<file path="config.mk">
export PLATFORM = sky130hd
export DESIGN_NAME = fib_seq_gen
export DESIGN_NICKNAME = d
export VERILOG_FILES = /design/src/rtl/fib_seq_gen.sv
export SDC_FILE = /design/constraint.sdc
export NUM_CORES = 1
export LEC_CHECK = 0
export CORE_UTILIZATION = 51
export DETAILED_ROUTE_END_ITERATION = 8
export PLACE_DENSITY = 0.79
export RECOVER_POWER = 50
export REMOVE_ABC_BUFFERS = 1
export SETUP_SLACK_MARGIN = 0.1
export SKIP_CTS_REPAIR_TIMING = 1
export SLEW_MARGIN = 20
export SYNTH_ARGS = -nofsm -noshare
export SYNTH_HDL_FRONTEND = slang
export SYNTH_SLANG_ARGS = --single-unit
</file>
<file path="constraint.sdc">
create_clock -name clk -period 3.3 [get_ports clk]
set_input_delay 0.33 -clock clk [delete_from_list [all_inputs] [get_ports clk]]
set_output_delay 0.33 -clock clk [all_outputs]
set_load 0.05 [all_outputs]
</file>
<file path="src/rtl/fib_seq_gen.sv">
// rtl/fib_seq_gen.sv - Fibonacci-style sequence generator with valid/ready term stream
module fib_seq_gen #(
  parameter int WIDTH = 16,
  parameter int IDX_W = 8
) (
  input  logic             clk,
  input  logic             rst,
  input  logic             start,
  input  logic             abort,
  input  logic [WIDTH-1:0] seed_a,
  input  logic [WIDTH-1:0] seed_b,
  input  logic [IDX_W-1:0] num_terms,
  input  logic             sat_mode,
  input  logic             out_ready,
  output logic [WIDTH-1:0] out_data,
  output logic             out_valid,
  output logic [IDX_W-1:0] out_index,
  output logic             out_ovf,
  output logic             overflow,
  output logic             busy,
  output logic             done
);

  typedef enum logic [1:0] {
    S_IDLE = 2'd0,
    S_RUN  = 2'd1,
    S_DONE = 2'd2
  } state_t;

  state_t state, state_nx;

  // a is the term on display, b is the one queued behind it; each carries
  // the carry-out of the sum that produced it.
  logic [WIDTH-1:0] a, b;
  logic             a_ovf, b_ovf;
  logic [IDX_W-1:0] idx, n;
  logic             mode;

  logic             accept;
  logic             hs;
  logic             last;
  logic [WIDTH:0]   sum;
  logic             carry;
  logic [WIDTH-1:0] b_nx;

  assign accept = (state == S_IDLE) && start && !abort;
  assign hs     = out_valid && out_ready;
  assign last   = (idx == (n - 1'b1));
  assign sum    = {1'b0, a} + {1'b0, b};
  assign carry  = sum[WIDTH];
  assign b_nx   = (carry && mode) ? {WIDTH{1'b1}} : sum[WIDTH-1:0];

  // Next-state selection; abort in RUN beats a completing handshake.
  always_comb begin
    state_nx = state;
    case (state)
      S_IDLE: begin
        if (accept) begin
          state_nx = (num_terms != '0) ? S_RUN : S_DONE;
        end
      end
      S_RUN: begin
        if (abort) begin
          state_nx = S_IDLE;
        end else if (hs && last) begin
          state_nx = S_DONE;
        end
      end
      S_DONE: begin
        state_nx = S_IDLE;
      end
      default: begin
        state_nx = S_IDLE;
      end
    endcase
  end

  // Stream outputs are gated by state so they read as zero outside RUN.
  always_comb begin
    out_valid = (state == S_RUN);
    busy      = (state == S_RUN);
    done      = (state == S_DONE);
    out_data  = out_valid ? a     : '0;
    out_index = out_valid ? idx   : '0;
    out_ovf   = out_valid ? a_ovf : 1'b0;
  end

  // State register plus term datapath; an aborted handshake changes nothing.
  always_ff @(posedge clk) begin
    if (rst) begin
      state    <= S_IDLE;
      a        <= '0;
      b        <= '0;
      a_ovf    <= 1'b0;
      b_ovf    <= 1'b0;
      idx      <= '0;
      n        <= '0;
      mode     <= 1'b0;
      overflow <= 1'b0;
    end else begin
      state <= state_nx;
      if (accept) begin
        a        <= seed_a;
        b        <= seed_b;
        a_ovf    <= 1'b0;
        b_ovf    <= 1'b0;
        idx      <= '0;
        n        <= num_terms;
        mode     <= sat_mode;
        overflow <= 1'b0;
      end else if ((state == S_RUN) && hs && !abort) begin
        a     <= b;
        a_ovf <= b_ovf;
        b     <= b_nx;
        b_ovf <= carry;
        idx   <= idx + 1'b1;
        if (a_ovf) begin
          overflow <= 1'b1;
        end
      end
    end
  end

endmodule
</file>
==> results of run 1 <==
==> final cells by class <==
cell class              instances  area [sq um]
clock buffers                   5          68.8
clock inverters                 3          26.3
fillers                       567          2110
inverters                      11          41.3
multi-input cells             327          2080
flip-flops and latches         54          1080
well taps                      77          96.3
repair buffers                 82           810
==> layer usage <==
layer | vias to the layer above | routed length [microns] | track usage, % | share of wire (%)
met1 | 1545 | 3740 | 32.1 | 44
li1 | 1632 | - | - | -
met2 | 89 | 4220 | 42.8 | 50
met4 | 0 | 156 | 8.15 | 1.8
met5 | - | 0 | 0 | 0
met3 | 15 | 344 | 3.38 | 4.1
==> cells by family after synthesis <==
kind of cell,Yosys count
flip-flops,54
multiplexers,3
buffers and inverters,36
AND/OR/NAND/NOR,165
adder cells (fa/ha/maj),19
AO/OA/AOI/OAI,113
XOR/XNOR,27
==> state kept, by name (all words and copies together) (netlist names) <==
| name | count |
|---|---|
| idx | 8 |
| a_ovf | 1 |
| n | 8 |
| state | 2 |
| mode | 1 |
| b_ovf | 1 |
| a | 16 |
| overflow | 1 |
| b | 16 |
==> layout by cell type, fill, tap and decap left out, types with 2 or more instances in the layout <==
| cell type | count |
|---|---|
| sky130_fd_sc_hd__ha_1 | 18 |
| sky130_fd_sc_hd__a21o_1 | 3 |
| sky130_fd_sc_hd__nor3_1 | 9 |
| sky130_fd_sc_hd__nor2_1 | 39 |
| sky130_fd_sc_hd__a221oi_1 | 2 |
| sky130_fd_sc_hd__a222oi_1 | 16 |
| sky130_fd_sc_hd__dfxtp_1 | 54 |
| sky130_fd_sc_hd__mux2i_1 | 3 |
| sky130_fd_sc_hd__dlygate4sd3_1 | 5 |
| sky130_fd_sc_hd__o21ai_0 | 12 |
| sky130_fd_sc_hd__o31ai_1 | 4 |
| sky130_fd_sc_hd__and2_1 | 27 |
| sky130_fd_sc_hd__nand3_1 | 3 |
| sky130_fd_sc_hd__or3_1 | 4 |
| sky130_fd_sc_hd__xor2_1 | 14 |
| sky130_fd_sc_hd__o21ai_1 | 6 |
| sky130_fd_sc_hd__nand2_1 | 57 |
| sky130_fd_sc_hd__nor2b_1 | 5 |
| sky130_fd_sc_hd__inv_1 | 11 |
| sky130_fd_sc_hd__nor3b_1 | 2 |
| sky130_fd_sc_hd__nand4_1 | 7 |
| sky130_fd_sc_hd__and3_1 | 4 |
| sky130_fd_sc_hd__a311oi_1 | 3 |
| sky130_fd_sc_hd__clkdlybuf4s50_1 | 69 |
| sky130_fd_sc_hd__nor4_1 | 3 |
| sky130_fd_sc_hd__inv_6 | 2 |
| sky130_fd_sc_hd__a31o_2 | 2 |
| sky130_fd_sc_hd__a21oi_1 | 43 |
| sky130_fd_sc_hd__xnor2_1 | 13 |
| sky130_fd_sc_hd__a2111oi_0 | 2 |
| sky130_fd_sc_hd__a31oi_1 | 5 |
| sky130_fd_sc_hd__clkbuf_8 | 5 |
| sky130_fd_sc_hd__buf_4 | 6 |
| sky130_fd_sc_hd__o211ai_1 | 2 |
==> where the power goes <==
part	internal [mW]	switching (mW)	total [mW]
clock network	0.157	0.245	0.402
registers	0.672	0.0186	0.690
logic	0.120	0.132	0.252
total	0.949	0.396	1.34
==> per-stage QoR <==
stage	setup WS, ns	util [%]	area (sq um)	hold WS [ns]	setup TNS (ns)
3_3_place_gp	0.732	65.6	4140	0.451	0
5_1_grt	0.239	66.6	4210	0.502	0
2_1_floorplan	-0.722	-	3220	0.399	-12.96
6_report	0.363	66.6	4210	0.481	0
4_1_cts	0.563	67.1	4230	0.483	0
3_5_place_dp	0.660	65.6	4140	0.463	0
==> worst reg2reg max path: stages, from the launching register on <==
cell and delay, ns:
sky130_fd_sc_hd__dfxtp_1 0.34, sky130_fd_sc_hd__ha_1 0.22, sky130_fd_sc_hd__fa_1 0.41, sky130_fd_sc_hd__a21o_1 0.22, sky130_fd_sc_hd__a221oi_1 0.52, sky130_fd_sc_hd__nor3_1 0.17
sky130_fd_sc_hd__nor3_4 0.25, sky130_fd_sc_hd__a32oi_2 0.35, sky130_fd_sc_hd__a31oi_1 0.28, sky130_fd_sc_hd__o31ai_1 0.08
==> worst paths after layout <==
path / slack, ns / to
max: 0.36 / b[13]$_SDFFE_PP0P_
min: 0.48 / b[12]$_SDFFE_PP0P_
max reg2reg: 0.36 / b[13]$_SDFFE_PP0P_
min reg2reg: 0.48 / b[12]$_SDFFE_PP0P_
==> metrics.json, run 1 <==
{
  "synth_top_family_by_area": {"value": "simple AND/OR/NAND/NOR gates"},
  "synthFlopType": {"value": "sky130_fd_sc_hd__dfxtp_1"},
  "synth-simple-area-share": {"value": 24.0, "unit": "%"},
  "period_needed": {"value": 2.94, "unit": "ns"},
  "ff2ff_path_depth": {"value": 9},
  "yosysTopAreaCellShare": {"value": 32.4, "unit": "%"},
  "synthesis.yosys.warnings": {"value": 0},
  "cts.root.buffer_cell": {"value": "sky130_fd_sc_hd__clkbuf_8"},
  "yosys.area.top_type": {"value": "sky130_fd_sc_hd__dfxtp_1"},
  "finalHoldViolCount": {"value": 0},
  "clockBufferDepth": {"value": 2},
  "synth_top_cells_by_area": {"value": "sky130_fd_sc_hd__dfxtp_1 (32%), sky130_fd_sc_hd__ha_1 (6.8%), sky130_fd_sc_hd__a21oi_1 (6.5%)"},
  "area_of_the_die": {"value": 6860, "unit": "sq um"},
  "number_of_diodes": {"value": 0},
  "post_route_cells_drive_above_1_share": {"value": 5.19, "unit": "%"},
  "grt_pass1_wl": {"value": 14400, "unit": "microns"},
  "chipWidth": {"value": 82.8, "unit": "microns"},
  "worstPathArrival": {"value": 3.15, "unit": "ns"},
  "netlist_area": {"value": 3330, "unit": "sq um"},
  "worst_slew_margin_rel": {"value": 52.8, "unit": "%"},
  "route.detailed.vias_per_inst": {"value": 5.87},
  "place.gp.congestion": {"value": 0.901},
  "worst-endpoint-required": {"value": 3.51, "unit": "ns"},
  "longest_individual_stage_delay_on_the_worst_path": {"value": 0.52, "unit": "ns"},
  "outcome": {"value": "completed"},
  "yosysMostFrequentCell": {"value": "sky130_fd_sc_hd__nand2_1"},
  "numClockSinks": {"value": 54},
  "route.detailed.wl_per_inst": {"value": 15.1, "unit": "microns"},
  "core.rowCount": {"value": 29},
  "crit_slowest_cell": {"value": "sky130_fd_sc_hd__a221oi_1"},
  "totalPowerFinal": {"value": 1.34, "unit": "mW"},
  "tightest_slew": {"value": 0.709, "unit": "ns"},
  "io_pins": {"value": 75},
  "groute.usage.overall": {"value": 24.9, "unit": "%"},
  "seq_area_frac_synth": {"value": 32.4, "unit": "%"},
  "worstSetupStartpointType": {"value": "register"},
  "drv.max_cap_violation_count": {"value": 0},
  "post-route-period-util": {"value": 89.0, "unit": "%"},
  "fin_worst_skew": {"value": 0.0164, "unit": "ns"},
  "detail-route-antenna-nets": {"value": 0},
  "min_path_type": {"value": "reg -> reg"},
  "placedCellCount": {"value": 551},
  "finish.net_count": {"value": 546},
  "crit_path_end_kind": {"value": "register"},
  "ir_drop": {"value": 0.171, "unit": "mV"},
  "drcViolationCount": {"value": 0},
  "power_density": {"value": 320, "unit": "nW/um^2"},
  "setup.worst_path.class": {"value": "reg -> reg"},
  "rsz0062_at_grt": {"value": "false"},
  "drt_first_iter_violations": {"value": 254},
  "clkTransAtPathRegs": {"value": 0.11, "unit": "ns"},
  "holdPathStages": {"value": 2},
  "io_buffer_count": {"value": 74},
  "antenna_found_initial": {"value": 0},
  "die_h": {"value": 82.8, "unit": "microns"},
  "power_leakage": {"value": 1.64, "unit": "nW"},
  "cp_cell_sequence": {"value": "ha_1 -> fa_1 -> a21o_1 -> a221oi_1 -> nor3_1 -> nor3_4 -> a32oi_2 -> a31oi_1 -> o31ai_1"},
  "async_sr_flop_fraction": {"value": 0, "unit": "%"},
  "worstHoldStart": {"value": "b[12]$_SDFFE_PP0P_"},
  "post_synth_fa_ha_maj_area_fraction": {"value": 7.36, "unit": "%"},
  "synth.area.mux_share": {"value": 0.901, "unit": "%"},
  "areaGrowthSynthToFinish": {"value": 26.2, "unit": "%"},
  "clock_tree.htree_level_count": {"value": 2},
  "slew_viol_final": {"value": 0},
  "cts_inserted_buffers": {"value": 5},
  "cts_tree": {"value": "built"},
  "yosys-top-cells-count": {"value": "sky130_fd_sc_hd__nand2_1 (57), sky130_fd_sc_hd__dfxtp_1 (54), sky130_fd_sc_hd__a21oi_1 (43), sky130_fd_sc_hd__nor2_1 (39), sky130_fd_sc_hd__and2_1 (28)"},
  "fraction_of_the_mapped_netlist_area_in_compound_gates": {"value": 23.7, "unit": "%"},
  "worst_path_dominant_cell_family": {"value": "compound AO/OA/AOI/OAI gates"},
  "core_ar": {"value": 6310, "unit": "sq um"},
  "detailedPlacementHpwl": {"value": 6180, "unit": "microns"},
  "global_route.overflow_total": {"value": 0},
  "yosys_register_bits": {"value": 54},
  "timing.rr.start": {"value": "a[0]$_SDFFE_PP0P_"},
  "critPathLaunch": {"value": "a[0]$_SDFFE_PP0P_"},
  "stdcell_count": {"value": 559},
  "crit_fanout": {"value": 12},
  "detailroute.via_count": {"value": 3281},
  "clkLatencyLatePin": {"value": 0.32, "unit": "ns"},
  "maximum_number_of_pins_on_one_net_before_global_route_repair": {"value": 43},
  "routed_wirelength": {"value": 8460, "unit": "microns"},
  "synth_cells": {"value": 417},
  "timing.final.setup_violations": {"value": 0},
  "critical_path_cell_count": {"value": 9},
  "initial_core_util": {"value": 52.8, "unit": "%"},
  "critical_path_buf_inv_count": {"value": 0},
  "syn_avg_cell_area": {"value": 7.99, "unit": "sq um"},
  "synth-edff-count": {"value": 0},
  "synth_xor_area_share": {"value": 7.09, "unit": "%"},
  "drt_first_pass_iters": {"value": 5},
  "grt_pass1_vias": {"value": 3158},
  "fmax": {"value": 0.341, "unit": "GHz"},
  "synth.lib_cells_used.distinct": {"value": 52}
}
No activity file was read; power rests on OpenSTA's default activity.
==> run 2, diff against run 1 <==
==> constraint.sdc (replaced) <==
create_clock -name clk -period 3.3 [get_ports clk]
set_input_delay 0.99 -clock clk [delete_from_list [all_inputs] [get_ports clk]]
set_output_delay 0.99 -clock clk [all_outputs]
set_load 0.05 [all_outputs]
==> metrics.json, run 2 (synthesis gave the netlist of run 1 again) <==
{
  "rsz0062_at_grt": {"value": "false", "change": "unchanged"},
  "timing.final.setup_violations": {"value": 0, "change": "unchanged"},
  "detailroute.via_count": {"value": 3264, "change": "was 3281"},
  "finalHoldViolCount": {"value": 0, "change": "unchanged"},
  "tightest_slew": {"value": 0.689, "unit": "ns", "change": "was 0.709 ns"},
  "dp_slack": {"value": 0.429, "unit": "ns", "change": "was 0.660 ns"},
  "drv.max_cap_violation_count": {"value": 0, "change": "unchanged"},
  "final.hold.worst_slack": {"value": 0.472, "unit": "ns", "change": "was 0.481 ns"},
  "numClockSinks": {"value": 54, "change": "unchanged"},
  "totalPowerFinal": {"value": 1.40, "unit": "mW", "change": "was 1.34 mW"},
  "min_path_type": {"value": "reg -> reg", "change": "unchanged"},
  "multiInputGateArea": {"value": 2100, "unit": "sq um", "change": "was 2080 sq um"},
  "clkTransAtPathRegs": {"value": 0.10, "unit": "ns", "change": "was 0.11 ns"},
  "fin_worst_skew": {"value": 0.00507, "unit": "ns", "change": "was 0.0164 ns"},
  "fillCellCount": {"value": 572, "change": "was 567"},
  "routed_wirelength": {"value": 8300, "unit": "microns", "change": "was 8460 microns"},
  "post-route-period-util": {"value": 82.7, "unit": "%", "change": "was 89.0%"},
  "power_leakage": {"value": 1.70, "unit": "nW", "change": "was 1.64 nW"},
  "grt_pass1_wl": {"value": 14200, "unit": "microns", "change": "was 14400 microns"},
  "worstPathArrival": {"value": 2.97, "unit": "ns", "change": "was 3.15 ns"},
  "die_h": {"value": 82.8, "unit": "microns", "change": "unchanged"},
  "route.detailed.vias_per_inst": {"value": 5.80, "change": "was 5.87"},
  "layout_setup_ws": {"value": 0.571, "unit": "ns", "change": "was 0.363 ns"},
  "route.detailed.wl_per_inst": {"value": 14.7, "unit": "microns", "change": "was 15.1 microns"},
  "chipWidth": {"value": 82.8, "unit": "microns", "change": "unchanged"},
  "final_common_cell": {"value": "sky130_fd_sc_hd__nand2_1", "change": "was sky130_fd_sc_hd__clkdlybuf4s50_1"},
  "maximum_number_of_pins_on_one_net_before_global_route_repair": {"value": 35, "change": "was 43"},
  "core_ar": {"value": 6310, "unit": "sq um", "change": "unchanged"},
  "clkLatencyLatePin": {"value": 0.31, "unit": "ns", "change": "was 0.32 ns"},
  "detailedPlacementHpwl": {"value": 6060, "unit": "microns", "change": "was 6180 microns"},
  "antenna_found_initial": {"value": 0, "change": "unchanged"},
  "cts_tree": {"value": "built", "change": "unchanged"},
  "clockBufferDepth": {"value": 2, "change": "unchanged"},
  "initial_core_util": {"value": 52.8, "unit": "%", "change": "unchanged"},
  "power_density": {"value": 333, "unit": "nW/um^2", "change": "was 320 nW/um^2"},
  "outcome": {"value": "completed", "change": "unchanged"},
  "setup.reg_to_reg.worst_slack": {"value": 0.72, "unit": "ns", "change": "was 0.36 ns"},
  "worstSetupStartpointType": {"value": "input pin", "change": "was register"},
  "drt_first_iter_violations": {"value": 271, "change": "was 254"},
  "io_buffer_count": {"value": 74, "change": "unchanged"},
  "finish.net_count": {"value": 550, "change": "was 546"},
  "ir_drop": {"value": 0.232, "unit": "mV", "change": "was 0.171 mV"},
  "cts_inserted_buffers": {"value": 5, "change": "unchanged"},
  "grt_pass1_vias": {"value": 3121, "change": "was 3158"},
  "areaGrowthSynthToFinish": {"value": 25.8, "unit": "%", "change": "was 26.2%"},
  "setup.worst_path.class": {"value": "in -> reg", "change": "was reg -> reg"},
  "area_of_the_die": {"value": 6860, "unit": "sq um", "change": "unchanged"},
  "crit_fanout": {"value": 16, "change": "was 12"},
  "place.gp.congestion": {"value": 0.841, "change": "was 0.901"},
  "detail-route-antenna-nets": {"value": 0, "change": "unchanged"},
  "io_pins": {"value": 75, "change": "unchanged"},
  "global_route.overflow_total": {"value": 0, "change": "unchanged"},
  "crit_path_end_kind": {"value": "register", "change": "unchanged"},
  "slew_viol_final": {"value": 0, "change": "unchanged"},
  "placed_area": {"value": 4100, "unit": "sq um", "change": "was 4140 sq um"},
  "reg.largest.list": {"value": "a: 16 flops, b: 16 flops", "change": "unchanged"},
  "layout.cells.most_common_list": {"value": "sky130_fd_sc_hd__nand2_1 (57), sky130_fd_sc_hd__dfxtp_1 (54), sky130_fd_sc_hd__clkdlybuf4s50_1 (45)", "change": "was sky130_fd_sc_hd__clkdlybuf4s50_1 (69), sky130_fd_sc_hd__nand2_1 (57), sky130_fd_sc_hd__dfxtp_1 (54)"},
  "total_area_of_sequential_cells": {"value": 1080, "unit": "sq um", "change": "unchanged"},
  "core.rowCount": {"value": 29, "change": "unchanged"},
  "clock_tree.htree_level_count": {"value": 2, "change": "unchanged"},
  "design_area": {"value": 4190, "unit": "sq um", "change": "was 4210 sq um"},
  "cts.root.buffer_cell": {"value": "sky130_fd_sc_hd__clkbuf_8", "change": "unchanged"},
  "period_needed": {"value": 2.73, "unit": "ns", "change": "was 2.94 ns"},
  "drcViolationCount": {"value": 0, "change": "unchanged"},
  "drt_first_pass_iters": {"value": 5, "change": "unchanged"},
  "number_of_diodes": {"value": 0, "change": "unchanged"},
  "post_route_cells_drive_above_1_share": {"value": 10.9, "unit": "%", "change": "was 5.19%"},
  "fmax": {"value": 0.366, "unit": "GHz", "change": "was 0.341 GHz"},
  "groute.usage.overall": {"value": 24.4, "unit": "%", "change": "was 24.9%"},
  "worst_slew_margin_rel": {"value": 54.1, "unit": "%", "change": "was 52.8%"},
  "worst-endpoint-required": {"value": 3.54, "unit": "ns", "change": "was 3.51 ns"}
}
-- run 2: final timing paths --
check | endpoint | cells past startpoint | start
setup / recovery | b_ovf$_SDFFE_PP0P_ | 6 | start
hold / removal | a_ovf$_SDFFE_PP0P_ | 2 | b_ovf$_SDFFE_PP0P_
setup reg to reg | b[3]$_SDFFE_PP0P_ | 10 | a[0]$_SDFFE_PP0P_
hold reg to reg | a_ovf$_SDFFE_PP0P_ | 2 | b_ovf$_SDFFE_PP0P_
-- run 2: layer usage --
layer	vias up	track usage, %	share of wire, %
met1	1536	31.9	46
met5	-	0	0
met2	81	42.3	48
met4	0	6.58	1.3
li1	1636	-	-
met3	11	3.38	4.2
-- run 2: power by group --
group	switching, mW	total [mW]	internal (mW)
clock	0.226	0.453	0.227
combinational	0.133	0.253	0.121
sequential	0.0188	0.690	0.672
total	0.378	1.40	1.02
-- run 2: area by class of cell --
type / count / area share (%)
inverters: 11 / 0.985
multi-input cells: 327 / 50.2
well taps: 77 / 2.30
clock buffers: 6 / 1.73
flip-flops and latches: 54 / 25.8
repair buffers: 86 / 18.1
clock inverters: 2 / 0.895
-- run 2: metrics by stage --
step	TNS [ns]	utilization [%]	instances
global placement	0	65.0	555
finish	0	66.4	563
detailed placement	0	65.0	555
global route	0	66.4	563
CTS	0	66.7	563
floorplan	-28.32	-	392
-- run 2: worst max-delay path, stage by stage --
cell,delay (ns)
sky130_fd_sc_hd__dlygate4sd3_1,0.52
sky130_fd_sc_hd__nor2b_1,0.16
sky130_fd_sc_hd__nand2_1,0.11
sky130_fd_sc_hd__clkbuf_1,0.54
sky130_fd_sc_hd__nand2_1,0.40
sky130_fd_sc_hd__nor3_1,0.24
==> run 3, diff against run 2 <==
==> constraint.sdc (replaced) <==
create_clock -name clk -period 2.64 [get_ports clk]
set_input_delay 0.792 -clock clk [delete_from_list [all_inputs] [get_ports clk]]
set_output_delay 0.792 -clock clk [all_outputs]
set_load 0.05 [all_outputs]
==> metrics.json, run 3 (synthesis gave the netlist of run 1 again) <==
{
  "initial_core_util": {"value": 52.8, "unit": "%", "change": "unchanged"},
  "numClockSinks": {"value": 54, "change": "unchanged"},
  "totalPowerFinal": {"value": 1.72, "unit": "mW", "change": "was 1.40 mW"},
  "clock_tree.htree_level_count": {"value": 2, "change": "unchanged"},
  "io_pins": {"value": 75, "change": "unchanged"},
  "routed_wirelength": {"value": 9100, "unit": "microns", "change": "was 8300 microns"},
  "finalSetupTns": {"value": 0, "unit": "ns", "change": "unchanged"},
  "ir_drop": {"value": 0.388, "unit": "mV", "change": "was 0.232 mV"},
  "setup.reg_to_reg.worst_slack": {"value": 0.19, "unit": "ns", "change": "was 0.72 ns"},
  "cts_tree": {"value": "built", "change": "unchanged"},
  "area_of_the_die": {"value": 6860, "unit": "sq um", "change": "unchanged"},
  "power_leakage": {"value": 1.82, "unit": "nW", "change": "was 1.70 nW"},
  "grtUsageMet2": {"value": 47.4, "unit": "%", "change": "was 42.3%"},
  "chipWidth": {"value": 82.8, "unit": "microns", "change": "unchanged"},
  "setup.worst_path.class": {"value": "reg -> out", "change": "was in -> reg"},
  "clockBufferDepth": {"value": 2, "change": "unchanged"},
  "reg.largest.list": {"value": "a: 16 flops, b: 16 flops", "change": "unchanged"},
  "io_buffer_count": {"value": 74, "change": "unchanged"},
  "drcViolationCount": {"value": 0, "change": "unchanged"},
  "fmax": {"value": 0.404, "unit": "GHz"},
  "critical_path.reg2reg.endpoint": {"value": "b[11]$_SDFFE_PP0P_", "change": "was b[3]$_SDFFE_PP0P_"},
  "finalHoldViolCount": {"value": 0, "change": "unchanged"},
  "core.rowCount": {"value": 29, "change": "unchanged"},
  "areaGrowthSynthToFinish": {"value": 39.6, "unit": "%", "change": "was 25.8%"},
  "number_of_diodes": {"value": 0, "change": "unchanged"},
  "worst_path_dominant_cell_family": {"value": "buffers and inverters", "change": "unchanged"},
  "clkLatencyLatePin": {"value": 0.32, "unit": "ns", "change": "was 0.31 ns"},
  "cp_cell_sequence": {"value": "nor2b_1 -> clkdlybuf4s50_1", "change": "was dlygate4sd3_1 -> nor2b_1 -> nand2_1 -> clkbuf_1 -> nand2_1 -> nor3_1"},
  "ff2ff_path_depth": {"value": 10, "change": "unchanged"},
  "cts_inserted_buffers": {"value": 5, "change": "unchanged"},
  "drv.max_cap_violation_count": {"value": 0, "change": "unchanged"},
  "longest_individual_stage_delay_on_the_worst_path": {"value": 0.80, "unit": "ns", "change": "was 0.54 ns"},
  "timing.final.setup_violations": {"value": 0, "change": "unchanged"},
  "worstPathArrival": {"value": 1.68, "unit": "ns", "change": "was 2.97 ns"},
  "layout.cells.most_common_list": {"value": "sky130_fd_sc_hd__nand2_1 (57), sky130_fd_sc_hd__dfxtp_1 (52), sky130_fd_sc_hd__clkdlybuf4s50_1 (45)", "change": "was sky130_fd_sc_hd__nand2_1 (57), sky130_fd_sc_hd__dfxtp_1 (54), sky130_fd_sc_hd__clkdlybuf4s50_1 (45)"},
  "maximum_number_of_pins_on_one_net_before_global_route_repair": {"value": 27, "change": "was 35"},
  "core_ar": {"value": 6310, "unit": "sq um", "change": "unchanged"},
  "clkTransAtPathRegs": {"value": 0.11, "unit": "ns", "change": "was 0.10 ns"},
  "place.gp.congestion": {"value": 0.892, "change": "was 0.841"},
  "route.detailed.vias_per_inst": {"value": 5.90, "change": "was 5.80"},
  "critPathLaunch": {"value": "state[1]$_SDFFE_PP0P_", "change": "was start"},
  "drt_first_iter_violations": {"value": 182, "change": "was 271"},
  "detailedPlacementHpwl": {"value": 6720, "unit": "microns", "change": "was 6060 microns"},
  "grtUsageMet1": {"value": 31.6, "unit": "%", "change": "was 31.9%"},
  "final_common_cell": {"value": "sky130_fd_sc_hd__nand2_1", "change": "unchanged"},
  "detail-route-antenna-nets": {"value": 0, "change": "unchanged"},
  "cts.root.buffer_cell": {"value": "sky130_fd_sc_hd__clkbuf_8", "change": "unchanged"},
  "worstSetupStartpointType": {"value": "register", "change": "was input pin"},
  "tightest_slew": {"value": 0.521, "unit": "ns", "change": "was 0.689 ns"},
  "antenna_found_initial": {"value": 0, "change": "unchanged"},
  "groute.usage.overall": {"value": 25.9, "unit": "%", "change": "was 24.4%"},
  "timing.rr.start": {"value": "a[0]$_SDFFE_PP0P_", "change": "unchanged"},
  "crit_fanout": {"value": 5, "change": "was 16"},
  "holdPathStages": {"value": 2, "change": "unchanged"},
  "critical_path_buf_inv_count": {"value": 1, "change": "was 2"},
  "worstHoldStart": {"value": "b_ovf$_SDFFE_PP0P_", "change": "unchanged"},
  "global_route.overflow_total": {"value": 0, "change": "unchanged"},
  "power_density": {"value": 369, "unit": "nW/um^2", "change": "was 333 nW/um^2"},
  "grt_pass1_vias": {"value": 3249, "change": "was 3121"},
  "period_needed": {"value": 2.48, "unit": "ns"},
  "critical_path_cell_count": {"value": 2, "change": "was 6"},
  "die_h": {"value": 82.8, "unit": "microns", "change": "unchanged"},
  "post-route-period-util": {"value": 93.8, "unit": "%"},
  "endpoint": {"value": "done", "change": "was b_ovf$_SDFFE_PP0P_"},
  "worst-endpoint-required": {"value": 1.85, "unit": "ns", "change": "was 3.54 ns"},
  "grt_pass1_wl": {"value": 14800, "unit": "microns", "change": "was 14200 microns"},
  "rsz0062_at_grt": {"value": "true", "change": "was false"},
  "detailroute.via_count": {"value": 3380, "change": "was 3264"},
  "outcome": {"value": "completed", "change": "unchanged"},
  "grt_use_met3": {"value": 3.48, "unit": "%", "change": "was 3.38%"},
  "slew_viol_final": {"value": 0, "change": "unchanged"},
  "post_route_cells_drive_above_1_share": {"value": 15.7, "unit": "%", "change": "was 10.9%"},
  "drt_first_pass_iters": {"value": 8, "change": "was 5"},
  "crit_slowest_cell": {"value": "sky130_fd_sc_hd__clkdlybuf4s50_1", "change": "was sky130_fd_sc_hd__clkbuf_1"},
  "busiest_layer_in_global_routing": {"value": "met2", "change": "unchanged"},
  "min_path_type": {"value": "reg -> reg", "change": "unchanged"},
  "worst_slew_margin_rel": {"value": 65.3, "unit": "%", "change": "was 54.1%"},
  "crit_path_end_kind": {"value": "output pin", "change": "was register"},
  "fin_worst_skew": {"value": 0.0106, "unit": "ns", "change": "was 0.00507 ns"},
  "finish.net_count": {"value": 560, "change": "was 550"},
  "route.detailed.wl_per_inst": {"value": 15.9, "unit": "microns", "change": "was 14.7 microns"}
}
## run 3: metrics by stage
stage / cell area [sq um] / hold WS [ns] / setup slack (ns) / std cells / util, %
after floorplan: 3220 / 0.432 / -1.38 / 392 / -
after global placement: 4490 / 0.455 / 0.203 / 562 / 71.1
after detailed placement: 4490 / 0.463 / 0.139 / 562 / 71.1
after CTS: 4590 / 0.482 / 0.132 / 570 / 72.7
after global routing: 4650 / 0.491 / 0.0792 / 573 / 73.7
final: 4650 / 0.472 / 0.164 / 573 / 73.7
## run 3: cell type report
type	count	area, sq um
clock buffer	5	68.8
fill	494	1660
sequential	54	1080
inverter	11	41.3
timing repair buffer	96	1180
tap	77	96.3
clock inverter	3	26.3
multi-input combinational	327	2150
## run 3: how the worst min path moves through the flow
stage | end | slack, ns
floorplan | a_ovf$_SDFFE_PP0P_ | 0.43
global placement | a_ovf$_SDFFE_PP0P_ | 0.45
detailed placement | overflow$_SDFFE_PP0P_ | 0.46
CTS | n[7]$_SDFFE_PP0P_ | 0.48
global route | a_ovf$_SDFFE_PP0P_ | 0.49
finish | a_ovf$_SDFFE_PP0P_ | 0.47
## run 3: worst reg2reg max path, cell delays in order (launching register included)
cell,delay [ns]
sky130_fd_sc_hd__dfxtp_2,0.35
sky130_fd_sc_hd__ha_4,0.16
sky130_fd_sc_hd__fa_2,0.36
sky130_fd_sc_hd__a21o_1,0.20
sky130_fd_sc_hd__a221oi_4,0.33
sky130_fd_sc_hd__nor3_2,0.10
sky130_fd_sc_hd__nor3_4,0.25
sky130_fd_sc_hd__a32oi_2,0.18
sky130_fd_sc_hd__buf_4,0.19
sky130_fd_sc_hd__nor2_1,0.14
sky130_fd_sc_hd__o31ai_1,0.09
## run 3: metal layers
| metal | share of wire, % | up-vias |
|---|---|---|
| li1 | - | 1659 |
| met2 | 50 | 126 |
| met5 | 0 | - |
| met4 | 1.9 | 0 |
| met1 | 43 | 1574 |
| met3 | 5.3 | 21 |
## run 3: power by group
group | switching, mW | leakage [nW] | internal, mW
logic | 0.179 | 1.33 | 0.169
registers | 0.0248 | 0.439 | 0.840
clock network | 0.306 | 0.0491 | 0.196
